$ cat src/rtl/adpll_phase_det.sv
// -----------------------------------------------------------------------------
// adpll_phase_det
//   Reference-phase accumulator and phase detector for an all-digital PLL.
//   After the loop is enabled the block waits ALIGN_CYCLES enabled cycles for
//   the TDC pipeline to fill. It then seeds the reference phase from the TDC
//   word. From then on it advances the reference phase by fcw every cycle and
//   reports the wrapped difference against the TDC phase. A run of in-window
//   errors declares lock, and a single out-of-window error drops it.
//
// Ports
//   clk          rising-edge system clock (32 MHz reference)
//   rst          synchronous, active-low reset
//   en           loop enable; 0 in any active state returns the block to IDLE
//   tdc_word     [11:0] DCO phase from the TDC, LSB = 1/32 DCO period, mod 4096
//   fcw          [11:0] frequency control word, same LSB as tdc_word
//   lock_thresh  [10:0] lock window on |phase_err|
//   lock_cycles  [7:0]  consecutive in-window samples needed for lock (0 acts as 1)
//   phase_err    [11:0] signed phase error, registered
//   err_valid    phase_err holds a tracking sample
//   locked       lock indicator, registered
//   ref_phase    [11:0] reference phase accumulator, registered
//   state_dbg    [1:0]  current FSM state (0 IDLE, 1 ALIGN, 2 TRACK, 3 LOCKED)
//
// Handshake: no valid/ready flow control. A new sample is produced on every
// enabled edge in TRACK/LOCKED and is qualified by err_valid. There is no
// back-pressure.
// -----------------------------------------------------------------------------
module adpll_phase_det #(
  parameter int ALIGN_CYCLES = 2
) (
  input  logic        clk,
  input  logic        rst,
  input  logic        en,
  input  logic [11:0] tdc_word,
  input  logic [11:0] fcw,
  input  logic [10:0] lock_thresh,
  input  logic [7:0]  lock_cycles,
  output logic [11:0] phase_err,
  output logic        err_valid,
  output logic        locked,
  output logic [11:0] ref_phase,
  output logic [1:0]  state_dbg
);

  localparam int AW = (ALIGN_CYCLES > 1) ? $clog2(ALIGN_CYCLES) : 1;
  localparam logic [AW-1:0] ALIGN_LAST = AW'(ALIGN_CYCLES - 1);

  typedef enum logic [1:0] {
    IDLE   = 2'd0,
    ALIGN  = 2'd1,
    TRACK  = 2'd2,
    LOCKED = 2'd3
  } state_t;

  state_t        state, state_n;
  logic [AW-1:0] align_cnt, align_cnt_n;
  logic [7:0]    lock_cnt, lock_cnt_n;
  logic [11:0]   phase_err_n, ref_phase_n;
  logic          err_valid_n, locked_n;

  // Tracking datapath. All phase arithmetic wraps mod 4096, so accumulator
  // or TDC roll-over produces no error discontinuity.
  logic [11:0] ref_adv;
  logic [11:0] err_new;
  logic [11:0] err_mag;
  logic        in_win;
  logic [7:0]  cnt_inc;
  logic [7:0]  lock_target;

  assign ref_adv     = ref_phase + fcw;
  assign err_new     = ref_adv - tdc_word;
  // 12-bit magnitude: -2048 maps to 2048 (0x800). 2048 exceeds any 11-bit
  // threshold, so that sample is never in-window.
  assign err_mag     = err_new[11] ? (~err_new + 12'd1) : err_new;
  assign in_win      = (err_mag <= {1'b0, lock_thresh});
  assign cnt_inc     = (lock_cnt == 8'hFF) ? 8'hFF : lock_cnt + 8'd1;
  assign lock_target = (lock_cycles == 8'd0) ? 8'd1 : lock_cycles;

  assign state_dbg = state;

  always_comb begin
    state_n     = state;
    align_cnt_n = align_cnt;
    lock_cnt_n  = lock_cnt;
    phase_err_n = phase_err;
    ref_phase_n = ref_phase;
    err_valid_n = err_valid;
    locked_n    = locked;

    if (state != IDLE && !en) begin
      // Loop disabled: drop back to IDLE, keep ref_phase where it was.
      state_n     = IDLE;
      align_cnt_n = '0;
      lock_cnt_n  = 8'd0;
      phase_err_n = 12'd0;
      err_valid_n = 1'b0;
      locked_n    = 1'b0;
    end else begin
      case (state)
        IDLE: begin
          phase_err_n = 12'd0;
          err_valid_n = 1'b0;
          locked_n    = 1'b0;
          if (en) begin
            state_n     = ALIGN;
            align_cnt_n = '0;
          end
        end
        ALIGN: begin
          if (align_cnt == ALIGN_LAST) begin
            ref_phase_n = tdc_word;
            state_n     = TRACK;
          end else begin
            align_cnt_n = align_cnt + 1'b1;
          end
        end
        TRACK, LOCKED: begin
          ref_phase_n = ref_adv;
          phase_err_n = err_new;
          err_valid_n = 1'b1;
          lock_cnt_n  = in_win ? cnt_inc : 8'd0;
          if (state == TRACK) begin
            // >= rather than == so a lowered lock_cycles still locks.
            if (in_win && cnt_inc >= lock_target) begin
              state_n  = LOCKED;
              locked_n = 1'b1;
            end
          end else if (!in_win) begin
            state_n  = TRACK;
            locked_n = 1'b0;
          end
        end
        default: state_n = IDLE;
      endcase
    end
  end

  always_ff @(posedge clk) begin
    if (!rst) begin
      state     <= IDLE;
      align_cnt <= '0;
      lock_cnt  <= 8'd0;
      phase_err <= 12'd0;
      ref_phase <= 12'd0;
      err_valid <= 1'b0;
      locked    <= 1'b0;
    end else begin
      state     <= state_n;
      align_cnt <= align_cnt_n;
      lock_cnt  <= lock_cnt_n;
      phase_err <= phase_err_n;
      ref_phase <= ref_phase_n;
      err_valid <= err_valid_n;
      locked    <= locked_n;
    end
  end

endmodule

$ cat config.mk
export PLATFORM = sky130hd
export DESIGN_NAME = adpll_phase_det
export DESIGN_NICKNAME = d
export VERILOG_FILES = /design/src/rtl/adpll_phase_det.sv
export SDC_FILE = /design/constraint.sdc
export NUM_CORES = 1
export LEC_CHECK = 0
export CORE_MARGIN = 4
export CORE_UTILIZATION = 50
export CTS_BUF_LIST = sky130_fd_sc_hd__clkbuf_2
export DETAILED_ROUTE_END_ITERATION = 12
export HOLD_SLACK_MARGIN = 0.06
export PLACE_DENSITY_LB_ADDON = 0.05
export SLEW_MARGIN = 20
export SYNTH_ARGS = -nofsm -noshare
export SYNTH_HDL_FRONTEND = slang
export SYNTH_SLANG_ARGS = --single-unit
$ cat constraint.sdc
create_clock -name clk -period 16.9 [get_ports clk]
set_input_delay 5.07 -clock clk [delete_from_list [all_inputs] [get_ports clk]]
set_output_delay 5.07 -clock clk [all_outputs]
set_load 0.01 [all_outputs]
## Yosys cells after proc, flatten, opt, wreduce, memory -nomap -nowiden

Index checks and enable logic that the tools add are counted.

- Word-level logic and storage cells: 61
- Bits of input ports: 46
- Register bits after elaboration: 37
- Output and inout bits: 28

- $add $sub $neg: 5
- Reduce and logical (&&, ||, !) cells: 15
- Equal/unequal tests: 8
- Multiplexer cells: 21
- Magnitude comparators: 2
- Bitwise operators: 3

Operator list:

| kind | count |
|---|---|
| case mux 12 bit (2 select lines) | 2 |
| 2-to-1 mux 12 bit | 2 |
| 2-to-1 mux 8 bit | 3 |
| adder 12 x 1 -> 12 bit, second input constant | 1 |
| adder 12 bit | 1 |
| less-or-equal comparator 12 x 11 -> 1 bit | 1 |
| NOT 12 bit | 1 |
| subtractor 12 bit | 1 |
| 2-to-1 mux 2 bit | 5 |
| adder 8 x 1 -> 8 bit, second input constant | 1 |
| == test 8 bit, second input constant | 1 |
| greater-or-equal comparator 8 bit | 1 |
| logical NOT 8 bit | 1 |
| nonzero test 2 bit | 4 |
| != test 3 bit, second input constant | 2 |
| case mux 1 bit (2 select lines) | 3 |
| case mux 2 bit (3 select lines) | 1 |
| AND reduction 3 bit | 2 |
| 2-to-1 mux 1 bit | 5 |
| == test 2 bit, second input constant | 2 |
| != test 2 bit, second input constant | 2 |
| AND reduction 4 bit | 1 |
| OR reduction 2 bit | 2 |
| == test 2 x 1 -> 1 bit, second input constant | 1 |
| 6 further kinds | 8 |

## Depth between registers and ports, before layout

Gate-level depths: netlist of the first run.

- Word-level depth: 10
- Mapped depth: 29
- Depth with buffers taken out: 29

## Worst setup path before layout of the first run

Ideal clock, no wire load.

- Path type: input -> register
- Start: input port fcw[0]
- End: register state[0], in the netlist state_dbg[0]
- Slack: 6.754 ns
- Path buffers: 1
- Data arrival time: 10.076 ns
- Data required time: 16.830 ns
- Stages on the path: 24
- Cell sequence: ha_1 -> fa_1 -> a21o_1 -> a21oi_1 -> xnor2_1 -> ha_1 -> and2_1 -> a31o_1 -> a2111oi_4 -> o32ai_2 -> o41a_1 -> xnor3_2 -> buf_6 -> nand2_1 -> xnor2_1 -> ha_1 -> a211o_1 -> a221oi_1 -> a21oi_1 -> nor3_1 -> o21ai_0 -> a31oi_4 -> o21ai_0 -> a21oi_1

- Cells in the longest elaborated chain, start to end: 9
- Elaborated cells on any way between the ends: 10
- Those cells by class: 3 x add/sub; 1 x order compare; 2 x eq/ne; 1 x mux; 1 x bitwise; 2 x reduce/logical

Ends and longest elaborated chain:

| item | line | RTL |
|---|---|---|
| start: declaration | 35 | `input logic [11:0] fcw,` |
| adder 12 bit (*) | 70 | `assign ref_adv = ref_phase + fcw;` |
| subtractor 12 bit (*) | 71 | `assign err_new = ref_adv - tdc_word;` |
| NOT 12 bit | 74 | `assign err_mag = err_new[11] ? (~err_new + 12'd1) : err_new;` |
| adder 12 x 1 -> 12 bit | 74 |  |
| 2-to-1 mux 12 bit (*) | 74 |  |
| less-or-equal comparator 12 x 11 -> 1 bit (*) | 75 | `assign in_win = (err_mag <= {1'b0, lock_thresh});` |
| logical AND 1 bit | 124 | `if (in_win && cnt_inc >= lock_target) begin` |
| != test 3 bit (no source line) | -- |  |
| AND reduction 4 bit (no source line) (*) | -- |  |
| end signal: assignment | 148 | `state <= state_n;` |
| end: declaration | 55 | `state_t state, state_n;` |

Every way passes the cells marked *; elsewhere a longest branch is shown, timed or not.
A chain may end at the register's enable or synchronous reset.

## Worst setup path in the final report of the first run

Same ends and word-level chain as after synthesis.

==> flow_results.xml, run 1 <==
<?xml version="1.0" encoding="UTF-8"?>
<metrics>
  <group name="synth">
    <metric name="synth_cells" unit="">425</metric>
    <metric name="synthDistinctLibCells" unit="">54</metric>
    <metric name="syn_warnings" unit="">0</metric>
    <metric name="ys_async_sr_fraction" unit="%">0</metric>
    <metric name="main_synth_ff_type" unit="">dfxtp_1</metric>
    <metric name="netlist_area" unit="mm^2">0.00340</metric>
    <metric name="mappedNetlistNets" unit="">517</metric>
    <metric name="syn_avg_cell_area" unit="um^2">8.00</metric>
    <metric name="synth_seq_area_share" unit="%">21.8</metric>
    <metric name="synth-seq-cells" unit="">37</metric>
    <metric name="synth_enable_flop_cells" unit="">0</metric>
  </group>
  <group name="finish">
    <metric name="num_antenna_cells" unit="">0</metric>
    <metric name="regArea" unit="um^2">741</metric>
    <metric name="mostFrequentLayoutCell" unit="">clkdlybuf4s50_1</metric>
    <metric name="footprint_of_the_multi_input_gates" unit="mm^2">0.00246</metric>
    <metric name="most-common-layout-cells" unit="">73 x clkdlybuf4s50_1, 49 x nor2_1, 44 x ha_1</metric>
    <metric name="filler_cell_count" unit="">566</metric>
    <metric name="drive_above_1_share" unit="%">3.83</metric>
    <metric name="finalNetCount" unit="">587</metric>
    <metric name="postLayoutCellArea" unit="mm^2">0.00426</metric>
    <metric name="area_growth_from_synthesis_to_final_layout" unit="%">25.2</metric>
  </group>
  <group name="worst_hold_path">
    <metric name="holdCritPathClass" unit="">register to register</metric>
  </group>
  <group name="setup_path">
    <metric name="critPathRequiredTime" unit="ns">17.24</metric>
    <metric name="path_max_fanout" unit="">11</metric>
    <metric name="setup.worst_path.start_class" unit="">input port</metric>
    <metric name="setup.worst_path.class" unit="">input port to register</metric>
    <metric name="cp-end-kind" unit="">register</metric>
    <metric name="worst_path_arrival_time" unit="ns">11.01</metric>
  </group>
  <group name="sta">
    <metric name="rsz0062_at_grt" unit="">no</metric>
    <metric name="final.hold.worst_slack" unit="ns">0.531</metric>
    <metric name="tns" unit="ns">0</metric>
    <metric name="maxSlewViolCount" unit="">0</metric>
    <metric name="timing.clock.skew" unit="ns">0.0280</metric>
    <metric name="timing_hold_violations_final" unit="">0</metric>
    <metric name="min_period" unit="ns">10.68</metric>
    <metric name="setup_failing_eps_final" unit="">0</metric>
    <metric name="worst_pin_slew" unit="ns">0.773</metric>
    <metric name="final.period_utilization" unit="%">63.2</metric>
    <metric name="fmaxAchievable" unit="MHz">93.7</metric>
    <metric name="timing.slew.headroom" unit="%">48.4</metric>
  </group>
  <group name="routing">
    <metric name="drc" unit="">0</metric>
    <metric name="detailedRoute.firstIterationViolations" unit="">163</metric>
    <metric name="vias_per_cell" unit="">5.66</metric>
    <metric name="final_antenna_net_count" unit="">0</metric>
    <metric name="routed_wl" unit="um">8520</metric>
    <metric name="vias_post_dr" unit="">3241</metric>
    <metric name="drtPass1Iterations" unit="">4</metric>
    <metric name="avgRoutedWirePerCell" unit="um">14.9</metric>
  </group>
  <group name="global_routing">
    <metric name="grt_start_max_net_pins" unit="">30</metric>
    <metric name="grt_remaining_overflow" unit="">0</metric>
    <metric name="global_route_wire_length_before_repair" unit="um">14900</metric>
    <metric name="track_usage" unit="%">21.5</metric>
    <metric name="antenna_found_initial" unit="">0</metric>
    <metric name="grt_pass1_vias" unit="">3195</metric>
  </group>
  <group name="floorplanning">
    <metric name="chipHeight" unit="um">90.5</metric>
    <metric name="die_w" unit="um">90.5</metric>
    <metric name="die_outline_area" unit="mm^2">0.00818</metric>
    <metric name="design.core.area" unit="mm^2">0.00646</metric>
    <metric name="fp-row-count" unit="">29</metric>
    <metric name="pin_count" unit="">74</metric>
    <metric name="initial_core_util" unit="%">52.6</metric>
  </group>
  <group name="clocking">
    <metric name="cts_sinks" unit="">37</metric>
    <metric name="cts-buffers-inserted" unit="">5</metric>
    <metric name="post_cts_resize_count" unit="">0</metric>
    <metric name="cts_setup_buffers" unit="">0</metric>
    <metric name="clkTransAtPathRegs" unit="ns">0.20</metric>
    <metric name="cts_max_path_buffers" unit="">2</metric>
    <metric name="cts_root_buffer" unit="">clkbuf_2</metric>
    <metric name="cts.htree.levels" unit="">2</metric>
    <metric name="hold_buffers" unit="">0</metric>
    <metric name="clk-insertion-delay-late" unit="ns">0.41</metric>
    <metric name="tritoncts_clock_tree" unit="">done</metric>
  </group>
  <group name="outcome">
    <metric name="outcome" unit="">completed</metric>
  </group>
  <group name="placed_design">
    <metric name="portBuffers" unit="">73</metric>
    <metric name="dp_hpwl" unit="um">6570</metric>
    <metric name="globalplace.congestion" unit="">0.821</metric>
    <metric name="dpl-instance-area" unit="mm^2">0.00419</metric>
  </group>
  <group name="flow_run">
    <metric name="max_cap_viol_count" unit="">0</metric>
  </group>
  <group name="pwr">
    <metric name="power.density" unit="mW/mm^2">67.3</metric>
    <metric name="irDropWorstVdd" unit="mV">0.0503</metric>
    <metric name="static-leakage-power" unit="nW">1.86</metric>
  </group>
</metrics>
[cell usage after synthesis, types with 7 or more instances]
cell       n  area share (%)
a31oi_1    7             1.3
clkbuf_1  10             1.1
a211oi_1  11             2.4
xnor2_1   22             5.7
a22oi_1    9             2.0
and3_1    10             1.8
xor2_1    12             3.1
o21ai_0   18             2.7
mux2i_1   10             2.9
nor2b_1    8             1.5
a21o_1     7             1.5
a21oi_1   31             4.6
nand3_1    7             1.0
nor2_1    49             5.4
dfxtp_1   37              22
nand2_1   24             2.7
ha_1      44              16
inv_1     38             4.2
[path summary, 6_finish.rpt]
path	slack, ns	cells past startpoint	end	startpoint
setup / recovery	6.22	24	state_dbg[0]	fcw[0]
hold / removal	0.53	2	err_valid	err_valid
setup reg to reg	10.93	23	state_dbg[0]	ref_phase[0]
hold reg to reg	0.53	2	err_valid	err_valid
[registers in the layout, summed over array words and instances (netlist names)]
signal     count
align_cnt      1
state_dbg      2
err_valid      1
lock_cnt       8
phase_err     12
locked         1
ref_phase     12
[metal layers]
metal	track usage, %	routed length [um]	up-vias
met3	4.17	359	9
met1	29.1	4100	1491
met5	0	0	-
met2	35.5	4000	72
li1	-	-	1669
met4	4.59	67	0
[stage by stage]
stage	instances	setup slack (ns)	total power, mW	util, %
finish	573	6.22	0.287	65.9
CTS	573	6.27	0.286	65.9
global placement	565	6.00	0.227	64.9
global route	573	5.91	0.306	65.9
detailed placement	565	5.86	0.226	64.9
floorplan	425	6.75	0.192	-
[worst max-delay path: stages]
cell             delay, ns
clkdlybuf4s50_1       0.40
ha_1                  0.24
fa_1                  0.40
a21o_1                0.19
a21oi_1               0.22
xnor2_1               0.17
ha_1                  0.32
and2_1                0.18
a31o_1                0.22
a2111oi_4             0.38
o32ai_2               0.15
o41a_1                0.37
xnor3_2               0.46
nand2_1               0.10
xnor2_1               0.14
ha_1                  0.33
a211o_1               0.30
a221oi_1              0.24
a21oi_1               0.11
nor3_1                0.12
o21ai_0               0.20
a31oi_4               0.37
o21ai_0               0.16
a21oi_1               0.16
[power by group]
group | switching [mW] | internal [mW]
sequential | 0.00130 | 0.0884
combinational | 0.0747 | 0.0633
clock | 0.0343 | 0.0245
[kinds of logic (layout without fill, tap and decap cells)]
| logic type | Yosys count | after routing | share of synthesized area [%] |
|---|---|---|---|
| adder cells (fa/ha/maj) | 46 | 46 | 17.4 |
| AO/OA/AOI/OAI | 120 | 120 | 25.0 |
| flip-flops | 37 | 37 | 21.8 |
| multiplexers | 11 | 11 | 3.28 |
| AND/OR/NAND/NOR | 125 | 125 | 17.2 |
| XOR/XNOR | 35 | 35 | 9.46 |
| buffers and inverters | 51 | 122 | 5.85 |
[area by class of cell]
class | instances | area share [%]
inverters | 39 | 3.44
flip-flops and latches | 37 | 17.4
clock inverters | 3 | 0.970
multi-input cells | 337 | 57.8
clock buffers | 5 | 0.588
well taps | 77 | 2.26
repair buffers | 75 | 17.5
Power figures use the tool's default switching activity.
==> run 2, diff against run 1 <==
- CORE_UTILIZATION: 50 -> 48
- clock period: 16.9 -> 8.8 ns (I/O delays scaled with it)
==> run 2 against run 1 <==
Sequential share of layout area is 0.18 points lower. Non-clock buffer count rose by 2. Critical path depth did not move. Highest routed layer unchanged.
==> flow_results.xml, run 2 (synthesized netlist as in run 1, its figures left out) <==
<?xml version="1.0" encoding="UTF-8"?>
<metrics>
  <group name="outcome">
    <metric name="outcome" unit="">completed</metric>
  </group>
  <group name="global_routing">
    <metric name="grt_pass1_vias" unit="">3203</metric>
    <metric name="grt_start_max_net_pins" unit="">30</metric>
    <metric name="global_route_wire_length_before_repair" unit="um">14300</metric>
    <metric name="track_usage" unit="%">20.0</metric>
    <metric name="antenna_found_initial" unit="">0</metric>
    <metric name="grt_remaining_overflow" unit="">0</metric>
  </group>
  <group name="pwr">
    <metric name="static-leakage-power" unit="nW">1.87</metric>
    <metric name="irDropWorstVdd" unit="mV">0.0764</metric>
    <metric name="total_power" unit="mW">0.555</metric>
    <metric name="power.density" unit="mW/mm^2">129</metric>
  </group>
  <group name="sta">
    <metric name="final.period_utilization" unit="%">93.2</metric>
    <metric name="maxSlewViolCount" unit="">0</metric>
    <metric name="timing.clock.skew" unit="ns">0.0315</metric>
    <metric name="fmaxAchievable" unit="MHz">122</metric>
    <metric name="timing.slew.headroom" unit="%">49.9</metric>
    <metric name="worst_pin_slew" unit="ns">0.751</metric>
    <metric name="tns" unit="ns">0</metric>
    <metric name="min_period" unit="ns">8.20</metric>
    <metric name="setup_failing_eps_final" unit="">0</metric>
    <metric name="timing_hold_violations_final" unit="">0</metric>
    <metric name="layout_setup_ws" unit="ns">0.599</metric>
    <metric name="final.hold.worst_slack" unit="ns">0.526</metric>
    <metric name="rsz0062_at_grt" unit="">no</metric>
  </group>
  <group name="setup_path">
    <metric name="worst_path_arrival_time" unit="ns">8.57</metric>
    <metric name="critPathMaxStageDelay" unit="ns">0.50</metric>
    <metric name="critical-path-slowest-cell" unit="">xnor3_2</metric>
    <metric name="setup.worst_path.class" unit="">input port to register</metric>
    <metric name="path_max_fanout" unit="">11</metric>
    <metric name="critPathRequiredTime" unit="ns">9.17</metric>
    <metric name="cp_cell_sequence" unit="">clkdlybuf4s50_1 -&gt; ha_1 -&gt; fa_1 -&gt; a21o_1 -&gt; a21oi_1 -&gt; xnor2_1 -&gt; ha_1 -&gt; and2_1 -&gt; a31o_1 -&gt; a2111oi_4 -&gt; o32ai_2 -&gt; o41a_1 -&gt; xnor3_2 -&gt; nand2_1 -&gt; xnor2_1 -&gt; ha_1 -&gt; a211o_1 -&gt; a221oi_1 -&gt; a21oi_1 -&gt; nor3_1 -&gt; o21ai_0 -&gt; a31oi_4 -&gt; o21ai_0 -&gt; a21oi_1</metric>
    <metric name="setup.worst_path.start_class" unit="">input port</metric>
    <metric name="cp-end-kind" unit="">register</metric>
  </group>
  <group name="clocking">
    <metric name="hold_buffers" unit="">0</metric>
    <metric name="cts_root_buffer" unit="">clkbuf_2</metric>
    <metric name="clk-insertion-delay-late" unit="ns">0.41</metric>
    <metric name="cts.htree.levels" unit="">2</metric>
    <metric name="cts_sinks" unit="">37</metric>
    <metric name="cts_setup_buffers" unit="">0</metric>
    <metric name="tritoncts_clock_tree" unit="">done</metric>
    <metric name="clkTransAtPathRegs" unit="ns">0.23</metric>
    <metric name="post_cts_resize_count" unit="">0</metric>
    <metric name="cts_max_path_buffers" unit="">2</metric>
    <metric name="cts-buffers-inserted" unit="">5</metric>
  </group>
  <group name="finish">
    <metric name="num_antenna_cells" unit="">0</metric>
    <metric name="mostFrequentLayoutCell" unit="">clkdlybuf4s50_1</metric>
    <metric name="finalNetCount" unit="">589</metric>
    <metric name="area_growth_from_synthesis_to_final_layout" unit="%">26.5</metric>
    <metric name="reg.largest.list" unit="">phase_err (12), ref_phase (12), lock_cnt (8)</metric>
    <metric name="instances_no_fill" unit="">594</metric>
    <metric name="drive_above_1_share" unit="%">4.42</metric>
    <metric name="most-common-layout-cells" unit="">73 x clkdlybuf4s50_1, 49 x nor2_1, 44 x ha_1</metric>
  </group>
  <group name="floorplanning">
    <metric name="pin_count" unit="">74</metric>
    <metric name="die_outline_area" unit="mm^2">0.00849</metric>
    <metric name="die_w" unit="um">92.2</metric>
    <metric name="design.core.area" unit="mm^2">0.00683</metric>
    <metric name="chipHeight" unit="um">92.2</metric>
    <metric name="fp-row-count" unit="">30</metric>
    <metric name="initial_core_util" unit="%">49.8</metric>
  </group>
  <group name="placed_design">
    <metric name="dp_slack" unit="ns">0.226</metric>
    <metric name="dp_hpwl" unit="um">6710</metric>
    <metric name="dp_cells" unit="">586</metric>
    <metric name="globalplace.congestion" unit="">0.955</metric>
    <metric name="portBuffers" unit="">73</metric>
  </group>
  <group name="routing">
    <metric name="vias_per_cell" unit="">5.49</metric>
    <metric name="drc" unit="">0</metric>
    <metric name="vias_post_dr" unit="">3263</metric>
    <metric name="topRoutingLayerUsed" unit="">met4</metric>
    <metric name="m1WireLength" unit="um">3820</metric>
    <metric name="final_antenna_net_count" unit="">0</metric>
    <metric name="drtPass1Iterations" unit="">4</metric>
    <metric name="dr_wl_met3" unit="um">438</metric>
    <metric name="detailedRoute.firstIterationViolations" unit="">156</metric>
    <metric name="routed_wl" unit="um">8520</metric>
    <metric name="routed-wl-met2" unit="um">4090</metric>
    <metric name="avgRoutedWirePerCell" unit="um">14.3</metric>
  </group>
  <group name="worst_hold_path">
    <metric name="holdCritPathClass" unit="">register to register</metric>
  </group>
  <group name="flow_run">
    <metric name="max_cap_viol_count" unit="">0</metric>
  </group>
</metrics>
run 2: critical path: cells and delay by family:
kind | cells | cell delay (ns)
buffers and inverters | 1 | 0.41
AOI/OAI and AO/OA | 13 | 3.03
adders and majority gates | 4 | 1.26
and+or+nand+nor | 3 | 0.42
xor gates and xnor gates | 3 | 0.79
run 2: layout make-up:
| type | count | area, um^2 |
|---|---|---|
| timing repair buffer | 77 | 761 |
| sequential | 37 | 741 |
| clock inverter | 3 | 46.3 |
| inverter | 39 | 146 |
| tap | 96 | 120 |
| fill | 655 | 2530 |
| multi-input combinational | 337 | 2460 |
| clock buffer | 5 | 25.0 |
run 2: per-layer routing:
layer | track usage, % | vias to the layer above
li1 | - | 1668
met1 | 25.3 | 1506
met2 | 34.5 | 74
met3 | 3.86 | 15
met4 | 5.82 | 0
met5 | 0 | -
run 2: worst paths after layout:
path             endpoint    startpoint  slack [ns]  cells past startpoint
min reg2reg  phase_err[0]  phase_err[0]        0.53                      2
min          phase_err[0]  phase_err[0]        0.53                      2
max reg2reg  state_dbg[0]  ref_phase[0]        2.88                     23
max          state_dbg[0]        fcw[0]        0.60                     24
run 2: power breakdown:
group / total, mW / switching (mW) / leakage [nW] / internal (mW)
Combinational: 0.268 / 0.143 / 1.53 / 0.125
Clock: 0.115 / 0.0670 / 0.0392 / 0.0483
Sequential: 0.172 / 0.00248 / 0.299 / 0.170
run 2: metrics by stage:
| stage | util, % | cell area [um^2] |
|---|---|---|
| after floorplan | - | 3400 |
| after global placement | 61.9 | 4230 |
| after detailed placement | 61.9 | 4230 |
| after CTS | 62.9 | 4300 |
| after global routing | 62.9 | 4300 |
| final | 62.9 | 4300 |
==> run 3, diff against run 2 <==
- CORE_UTILIZATION: 48 -> 45
- PLACE_DENSITY: unset -> 0.78
- PLACE_DENSITY_LB_ADDON: 0.05 -> unset
- SKIP_CTS_REPAIR_TIMING: unset -> 1
==> run 3 against run 2 <==
Largest cell class unchanged. Critical endpoint unchanged. Sequential share of layout area hardly changed. Final cell count grew 0.34%. Routed wire length is 1.3% higher. Die area rose by 6.1%. Cell area fell by 0.15%. Worst hold slack improved by 0.0093 ns. Register-to-register slack got worse by 0.02 ns. Largest power group unchanged. Combinational power is essentially flat.
==> flow_results.xml, run 3 (synthesized netlist as in run 1, its figures left out) <==
<?xml version="1.0" encoding="UTF-8"?>
<metrics>
  <group name="pwr">
    <metric name="irDropWorstVdd" unit="mV">0.0818</metric>
    <metric name="power_spent_charging_and_discharging_nets" unit="mW">0.210</metric>
    <metric name="static-leakage-power" unit="nW">1.87</metric>
    <metric name="intPower" unit="mW">0.342</metric>
    <metric name="power.density" unit="mW/mm^2">129</metric>
    <metric name="power.share.combinational" unit="%">48.2</metric>
    <metric name="total_power" unit="mW">0.552</metric>
    <metric name="clockPowerShare" unit="%">20.5</metric>
    <metric name="relative_contribution_of_sequential_cells_to_total_power" unit="%">31.2</metric>
    <metric name="netSwitchingFraction" unit="%">38.1</metric>
  </group>
  <group name="sta">
    <metric name="fmaxAchievable" unit="MHz">121</metric>
    <metric name="rsz0062_at_grt" unit="">no</metric>
    <metric name="min_period" unit="ns">8.24</metric>
    <metric name="final.hold.worst_slack" unit="ns">0.536</metric>
    <metric name="tns" unit="ns">0</metric>
    <metric name="final.period_utilization" unit="%">93.6</metric>
    <metric name="timing_hold_violations_final" unit="">0</metric>
    <metric name="worst_pin_slew" unit="ns">0.710</metric>
    <metric name="timing.slew.headroom" unit="%">52.6</metric>
    <metric name="setup_failing_eps_final" unit="">0</metric>
    <metric name="timing.clock.skew" unit="ns">0.0266</metric>
    <metric name="maxSlewViolCount" unit="">0</metric>
  </group>
  <group name="routing">
    <metric name="avgRoutedWirePerCell" unit="um">14.5</metric>
    <metric name="vias_per_cell" unit="">5.47</metric>
    <metric name="routed_wl" unit="um">8620</metric>
    <metric name="drtPass1Iterations" unit="">5</metric>
    <metric name="vias_post_dr" unit="">3259</metric>
    <metric name="drc" unit="">0</metric>
    <metric name="detailedRoute.firstIterationViolations" unit="">159</metric>
    <metric name="final_antenna_net_count" unit="">0</metric>
  </group>
  <group name="floorplanning">
    <metric name="die_w" unit="um">94.9</metric>
    <metric name="design.core.area" unit="mm^2">0.00729</metric>
    <metric name="fp-row-count" unit="">31</metric>
    <metric name="initial_core_util" unit="%">46.6</metric>
    <metric name="die_outline_area" unit="mm^2">0.00901</metric>
    <metric name="chipHeight" unit="um">94.9</metric>
    <metric name="pin_count" unit="">74</metric>
  </group>
  <group name="global_routing">
    <metric name="grt_remaining_overflow" unit="">0</metric>
    <metric name="grt_start_max_net_pins" unit="">30</metric>
    <metric name="global_route_wire_length_before_repair" unit="um">14500</metric>
    <metric name="grt_pass1_vias" unit="">3186</metric>
    <metric name="track_usage" unit="%">19.7</metric>
    <metric name="antenna_found_initial" unit="">0</metric>
  </group>
  <group name="clocking">
    <metric name="cts.htree.levels" unit="">2</metric>
    <metric name="cts_max_path_buffers" unit="">2</metric>
    <metric name="clk-insertion-delay-late" unit="ns">0.42</metric>
    <metric name="clkTransAtPathRegs" unit="ns">0.22</metric>
    <metric name="tritoncts_clock_tree" unit="">done</metric>
    <metric name="cts_sinks" unit="">37</metric>
    <metric name="cts_root_buffer" unit="">clkbuf_2</metric>
    <metric name="cts-buffers-inserted" unit="">5</metric>
  </group>
  <group name="finish">
    <metric name="most-common-layout-cells" unit="">73 x clkdlybuf4s50_1, 49 x nor2_1, 44 x ha_1</metric>
    <metric name="area_growth_from_synthesis_to_final_layout" unit="%">26.3</metric>
    <metric name="num_antenna_cells" unit="">0</metric>
    <metric name="instances_no_fill" unit="">596</metric>
    <metric name="finalNetCount" unit="">588</metric>
    <metric name="mostFrequentLayoutCell" unit="">clkdlybuf4s50_1</metric>
    <metric name="postLayoutCoreUtil" unit="%">58.9</metric>
    <metric name="reg.largest.list" unit="">phase_err (12), ref_phase (12), lock_cnt (8)</metric>
    <metric name="filler_cell_count" unit="">698</metric>
    <metric name="drive_above_1_share" unit="%">4.23</metric>
  </group>
  <group name="worst_hold_path">
    <metric name="holdCritPathClass" unit="">register to register</metric>
  </group>
  <group name="placed_design">
    <metric name="globalplace.congestion" unit="">0.894</metric>
    <metric name="portBuffers" unit="">73</metric>
    <metric name="dp_hpwl" unit="um">6810</metric>
    <metric name="dp_cells" unit="">588</metric>
  </group>
  <group name="setup_path">
    <metric name="cp-end-kind" unit="">register</metric>
    <metric name="worst_path_arrival_time" unit="ns">8.61</metric>
    <metric name="critPathRequiredTime" unit="ns">9.17</metric>
    <metric name="path_max_fanout" unit="">11</metric>
    <metric name="setup.worst_path.start_class" unit="">input port</metric>
    <metric name="setup.worst_path.class" unit="">input port to register</metric>
  </group>
  <group name="flow_run">
    <metric name="max_cap_viol_count" unit="">0</metric>
  </group>
  <group name="outcome">
    <metric name="outcome" unit="">completed</metric>
  </group>
</metrics>
## run 3: changes by cell type in the layout (fill, tap and decap cells not counted)
cell	before	now
buf_4	4	3
clkinv_2	0	1
clkinv_4	1	0
clkinvlp_4	1	0
inv_6	0	1
## run 3: area by class of cell
cell class / count / area, um^2 / share of cell area (%)
sequential: 37 / 741 / 17.3
multi-input combinational: 337 / 2460 / 57.3
tap: 99 / 124 / 2.89
clock inverter: 3 / 43.8 / 1.02
timing repair buffer: 76 / 753 / 17.5
clock buffer: 5 / 25.0 / 0.583
inverter: 39 / 146 / 3.41
## run 3: layer usage
layer  vias up  share of wire (%)  global-route usage [%]
met4         0                1.3                    4.09
li1       1658                  -                       -
met5         -                  0                       0
met2        93                 48                    34.1
met1      1497                 45                    25.5
met3        11                5.6                    3.67
## run 3: critical path, cell delays in order
cell and delay, ns:
clkdlybuf4s50_1 0.40, ha_1 0.24, fa_1 0.41, a21o_1 0.20, a21oi_1 0.21, xnor2_1 0.17
ha_1 0.32, and2_1 0.18, a31o_1 0.22, a2111oi_4 0.37, o32ai_2 0.15, o41a_1 0.37
xnor3_2 0.50, nand2_1 0.12, xnor2_1 0.12, ha_1 0.28, a211o_1 0.31, a221oi_1 0.25
a21oi_1 0.12, nor3_1 0.12, o21ai_0 0.20, a31oi_4 0.38, o21ai_0 0.17, a21oi_1 0.16
## run 3: power by group through the flow
stage | registers, mW | logic (mW) | clock network [mW]
CTS | 0.172 | 0.263 | 0.115
floorplan | 0.175 | 0.193 | 0
detailed placement | 0.176 | 0.260 | 0
global placement | 0.176 | 0.257 | 0
global route | 0.173 | 0.296 | 0.122
finish | 0.172 | 0.266 | 0.113
## run 3: per-stage QoR
stage | setup WS [ns] | cell area, um^2
2_1_floorplan | 1.08 | 3400
3_3_place_gp | 0.378 | 4220
3_5_place_dp | 0.153 | 4220
4_1_cts | 0.585 | 4290
5_1_grt | 0.154 | 4290
6_report | 0.562 | 4290
## run 3: path summary, 6_finish.rpt
path	startpoint	to	slack [ns]	cells after the start
max	fcw[0]	state_dbg[0]	0.56	24
min	ref_phase[5]	ref_phase[5]	0.54	2
max reg2reg	ref_phase[0]	state_dbg[0]	2.86	23
min reg2reg	ref_phase[5]	ref_phase[5]	0.54	2
